==> src/rtl/wb_pkg.sv <==
// Shared Wishbone definitions: bridge FSM encoding, full-word select and the
// read data returned for an aborted access (also used by the default slave).
package wb_pkg;

    typedef enum logic [1:0] {
        ST_IDLE = 2'd0,
        ST_BUS  = 2'd1,
        ST_DONE = 2'd2
    } wb_state_e;

    localparam logic [3:0]  WB_SEL_ALL   = 4'hF;
    localparam logic [31:0] WB_ERR_RDATA = 32'hDEAD_BEEF;

endpackage

==> src/rtl/wb_cpu_bridge.sv <==
// Core valid/ready memory port to single Wishbone classic cycles, with a
// bounded ack timeout so a dead slave cannot stall the core.
module wb_cpu_bridge
    import wb_pkg::*;
#(
    parameter int unsigned TIMEOUT_CYCLES = 255,
    parameter logic [31:0] ERR_RDATA      = WB_ERR_RDATA
) (
    input  logic        i_wb_clk,
    input  logic        i_wb_rst_n,
    input  logic        i_mem_valid,
    input  logic [31:0] i_mem_addr,
    input  logic [31:0] i_mem_wdata,
    input  logic [3:0]  i_mem_wstrb,
    output logic        o_mem_ready,
    output logic [31:0] o_mem_rdata,
    output logic        o_bus_err,
    output logic [31:0] o_err_adr,
    output logic [31:0] o_wb_adr,
    output logic [31:0] o_wb_dat,
    output logic [3:0]  o_wb_sel,
    output logic        o_wb_we,
    output logic        o_wb_cyc,
    output logic        o_wb_stb,
    input  logic        i_wb_ack,
    input  logic [31:0] i_wb_dat
);

    localparam int            TW     = $clog2(TIMEOUT_CYCLES + 1);
    localparam logic [TW-1:0] T_MAX  = TW'(TIMEOUT_CYCLES);
    localparam logic [TW-1:0] T_LAST = TW'(TIMEOUT_CYCLES - 1);

    function automatic logic [TW-1:0] timer_sat_inc(input logic [TW-1:0] t);
        return (t == T_MAX) ? t : t + TW'(1);
    endfunction

    wb_state_e     state;
    logic [TW-1:0] timer;
    logic [31:0]   req_adr;
    logic          err_q;

    assign o_wb_stb = o_wb_cyc;

    always_ff @(posedge i_wb_clk or negedge i_wb_rst_n) begin
        if (!i_wb_rst_n) begin
            state       <= ST_IDLE;
            timer       <= '0;
            req_adr     <= '0;
            err_q       <= 1'b0;
            o_mem_ready <= 1'b0;
            o_mem_rdata <= '0;
            o_bus_err   <= 1'b0;
            o_err_adr   <= '0;
            o_wb_adr    <= '0;
            o_wb_dat    <= '0;
            o_wb_sel    <= '0;
            o_wb_we     <= 1'b0;
            o_wb_cyc    <= 1'b0;
        end else begin
            o_mem_ready <= 1'b0;
            o_bus_err   <= 1'b0;
            case (state)
                ST_IDLE: begin
                    // While ready is showing, valid still belongs to the request just completed.
                    if (i_mem_valid && !o_mem_ready) begin
                        req_adr  <= i_mem_addr;
                        o_wb_adr <= {i_mem_addr[31:2], 2'b00};
                        o_wb_dat <= i_mem_wdata;
                        o_wb_sel <= (|i_mem_wstrb) ? i_mem_wstrb : WB_SEL_ALL;
                        o_wb_we  <= |i_mem_wstrb;
                        o_wb_cyc <= 1'b1;
                        timer    <= '0;
                        err_q    <= 1'b0;
                        state    <= ST_BUS;
                    end
                end
                ST_BUS: begin
                    if (i_wb_ack) begin
                        o_wb_cyc <= 1'b0;
                        if (!o_wb_we) begin
                            o_mem_rdata <= i_wb_dat;
                        end
                        state <= ST_DONE;
                    end else begin
                        timer <= timer_sat_inc(timer);
                        // Ack has priority: the timeout only fires on an ack-less cycle.
                        if (timer == T_LAST) begin
                            o_wb_cyc  <= 1'b0;
                            if (!o_wb_we) begin
                                o_mem_rdata <= ERR_RDATA;
                            end
                            o_err_adr <= req_adr;
                            err_q     <= 1'b1;
                            state     <= ST_DONE;
                        end
                    end
                end
                ST_DONE: begin
                    o_mem_ready <= 1'b1;
                    o_bus_err   <= err_q;
                    state       <= ST_IDLE;
                end
                default: begin
                    state <= ST_IDLE;
                end
            endcase
        end
    end

endmodule

==> config.mk <==
export PLATFORM = sky130hd
export DESIGN_NAME = wb_cpu_bridge
export DESIGN_NICKNAME = d
export VERILOG_FILES = /design/src/rtl/wb_pkg.sv /design/src/rtl/wb_cpu_bridge.sv
export SDC_FILE = /design/constraint.sdc
export NUM_CORES = 1
export LEC_CHECK = 0
export BUFFER_PORTS_ARGS = -buffer_cell sky130_fd_sc_hd__buf_2
export CAP_MARGIN = 20
export CORE_UTILIZATION = 45
export CTS_CLUSTER_SIZE = 8
export DETAILED_ROUTE_END_ITERATION = 8
export GPL_TIMING_DRIVEN = 0
export PLACE_DENSITY = 0.8
export RECOVER_POWER = 25
export SLEW_MARGIN = 0
export SYNTH_ARGS = -nofsm -noshare
export SYNTH_HDL_FRONTEND = slang
export SYNTH_SLANG_ARGS = --single-unit
==> constraint.sdc <==
create_clock -name i_wb_clk -period 2.4 [get_ports i_wb_clk]
set_input_delay 0.48 -clock i_wb_clk [delete_from_list [all_inputs] [get_ports i_wb_clk]]
set_output_delay 0.48 -clock i_wb_clk [all_outputs]
set_load 0.03 [all_outputs]
==> metrics.yaml <==
setup_path:
  cpMaxStageDelayCell: "nor4b_2"
  crit-reg2reg-launch: "state[0]$_DFFE_PN0P_"
  crit_chain: "nor4b_2 > buf_2 > buf_2 > nand2_1 > nand2_1"
  endpoint_kind: "flip-flop"
  r2r_cells: 5
  cp_data_arrival_time_ns: 2.42
  max_stage_delay_ns: 0.81
  crit_required_ns: 2.75
  worstSetupPathType: "reg2reg"
  start_kind: "flip-flop"
  path_max_fanout: 10
  rr_endpoint: "req_adr[24]$_DFFE_PN0P_"
  r2r_setup_slack_ns: 0.33
layout:
  antenna_cells: 0
  drive_gt1_share_pct: 42.82
  fillerInstances: 1087
  nNetsFinal: 909
  area_growth_pct: 33.67
routing:
  num_vias: 4699
  detail_route.first_pass.iterations: 4
  drt_iter0_markers: 224
  ant_nets: 0
  drt-total-wl_um: 13090
  wl_per_cell_um: 13.26
  via_per_inst: 4.761
  drc: 0
place:
  dp_hpwl_um: 9524
  port-buffer-count: 238
  place_ws_ns: 0.2875
  gp_congestion: 0.7655
power:
  power.leakage_uw: 0.004378
  vdd_ir_drop_max_uv: 757.7
  power.density_nw_per_um2: 1368
timing:
  final.setup.worst_slack_ns: 0.3305
  worstMarginPinSlew_ns: 1.555
  fin_crit_ns: 2.070
  relSlewSlack_pct: -3.648
  setup_viol: 0
  rsz0062_at_grt: "false"
  holdWs_ns: 0.2563
  fin_worst_skew_ns: 0.005337
  clock.fmax_ghz: 0.4832
  finalCritPeriodShare_pct: 86.23
  hold_viol: 0
  drv_slew: 65
cts:
  clock-sinks: 147
  root_buffer: "clkbuf_16"
  cts_resized: 0
  clk_path_buf_depth: 2
  cts.hold.buffers_added: 0
  cts_tree: "done"
  htreeDepth: 4
  post_cts_buffers: 0
  worstSkewPairLatency_ns: 0.41
  clk_pin_slew_ns: 0.06
  numCtsBuffers: 17
global_routing:
  grt_max_degree: 85
  grt.total_usage_pct: 19.65
  grt_pass1_wl_um: 20440
  antenna_found_initial: 0
  grt_pass1_vias: 4434
  grt_overflow: 0
synthesis:
  synth_top_area_cell: "dfrtp_1"
  synth-seq-area-share_pct: 62.26
  syn-instance-count: 544
  synth_top_area_share_pct: 62.26
  synth_seq_cells: 147
  avgSynthCellArea_um2: 10.86
  yosysWarnings: 0
  synth_area_um2: 5908
  ys_types: 37
  synth_area_leaders: "dfrtp_1, nand2_1, mux2_2"
floorplanning:
  initial_core_util_pct: 46.44
  die_w_um: 116.6
  die_y_um: 116.6
  num_rows: 41
  core_area_um2: 12720
  boundaryPins: 241
  die-area_um2: 13590
min_path:
  hold_start: "i_mem_wdata[23]"
  min_to: "o_wb_dat[23]$_DFFE_PN0P_"
  min_path_cells: 3
  min_path_type: "in2reg"
job:
  max-cap-violations: 1
run_status:
  violations: "capacitance limit, slew limit"
  status: "finished, violations left"
[sequential cells by signal, summed over array words and instances (netlist names)]
signal / count
err_q: 1
o_wb_cyc: 1
state: 2
o_wb_sel: 4
o_wb_adr: 1
o_bus_err: 1
o_err_adr: 32
o_mem_ready: 1
o_mem_rdata: 32
req_adr: 31
o_wb_we: 1
o_wb_dat: 32
timer: 8
[power by group]
group | internal [uW] | switching, uW
registers | 3330 | 553
logic | 1470 | 2930
clock network | 1570 | 947
[metal layers]
layer	global-route usage, %	wire length [um]	up-vias	part of all wire, %
met4	8.270	227	0	1.7
li1	-	-	2286	-
met5	0	0	-	0
met3	6.175	885	19	6.8
met1	23.67	5626	2237	43
met2	32.66	6347	157	48
[synth_stat cells]
| library cell | instances |
|---|---|
| xnor2_1 | 1 |
| nand2_1 | 207 |
| or3_1 | 3 |
| inv_1 | 2 |
| o211ai_1 | 2 |
| mux2_2 | 31 |
| buf_4 | 36 |
| or4_2 | 1 |
| a22o_1 | 8 |
| nor3b_1 | 1 |
| or4b_1 | 1 |
| buf_6 | 1 |
| dfrtp_1 | 147 |
| o22a_1 | 24 |
| o21ba_1 | 1 |
| ha_1 | 2 |
| nand4_1 | 1 |
| nor4_1 | 1 |
| clkbuf_1 | 15 |
| nor3_4 | 2 |
| buf_2 | 7 |
| or2_2 | 1 |
| nand3_1 | 11 |
| mux2i_1 | 1 |
| conb_1 | 1 |
| and2_1 | 1 |
| mux2_1 | 1 |
| nand4_4 | 1 |
| nand2b_1 | 2 |
| nor2b_1 | 1 |
| nor3_1 | 4 |
| o21ai_0 | 13 |
| nor4b_2 | 1 |
| nor2_1 | 5 |
| a21oi_1 | 4 |
| o21a_1 | 2 |
| and2b_1 | 1 |
[cells in the final DEF (no fill, tap or decap), types with 3 or more instances in the layout]
master / instances
a21oi_1: 4
a22o_1: 8
buf_2: 244
buf_4: 36
clkbuf_1: 17
clkbuf_16: 17
clkinv_2: 6
dfrtp_1: 147
mux2_2: 31
nand2_1: 207
nand3_1: 11
nor2_1: 5
nor3_1: 4
o21ai_0: 13
o22a_1: 24
or3_1: 3
[critical path: cells and delay by family (launching register included)]
kind                   cells  cell delay [ns]
and+or+nand+nor            3             0.96
buffers and inverters      2             0.61
DFF                        1             0.44
[kinds of logic after synthesis]
kind of cell    count (synthesis)  synth area share, %
flops                         147                62.26
compound gates                 54                6.861
buf+inv                        61                6.438
other cells                     1              0.06347
simple gates                  245                17.54
fa+ha+maj                       2               0.4235
xor+xnor                        1               0.1483
mux                            33                6.268
[stage by stage]
step,std cells,util [%],total power [uW],instance area (um2),setup TNS [ns]
floorplan,545,-,6993,5912,0
global placement,955,57.52,8241,7318,-182.55
detailed placement,956,57.79,8356,7352,0
CTS,987,62.25,10930,7920,0
global route,987,62.08,11470,7898,0
finish,987,62.08,10810,7898,0
[worst max-delay path by stage]
stage,endpoint,cells after the start,startpoint
2_1_floorplan,o_mem_rdata[14]$_DFFE_PN0P_,7,timer[0]$_DFFE_PN0P_
5_1_grt,timer[4]$_DFFE_PN0P_,2,i_wb_rst_n
4_1_cts,req_adr[26]$_DFFE_PN0P_,5,state[0]$_DFFE_PN0P_
3_3_place_gp,o_wb_dat[16]$_DFFE_PN0P_,1,i_wb_rst_n
3_5_place_dp,req_adr[26]$_DFFE_PN0P_,6,i_mem_valid
6_report,req_adr[24]$_DFFE_PN0P_,5,state[0]$_DFFE_PN0P_
[cell type report]
| type | instances | area (um2) | area share (%) |
|---|---|---|---|
| clock inverter | 10 | 107.6 | 1.362 |
| tap | 172 | 215.2 | 2.725 |
| multi-input combinational | 337 | 1853 | 23.46 |
| buffer | 59 | 372.9 | 4.721 |
| inverter | 2 | 7.507 | 0.09506 |
| sequential | 147 | 3679 | 46.58 |
| clock buffer | 21 | 460.4 | 5.830 |
| timing repair buffer | 239 | 1202 | 15.22 |
Note: power is estimated with default switching activity, not from simulation.
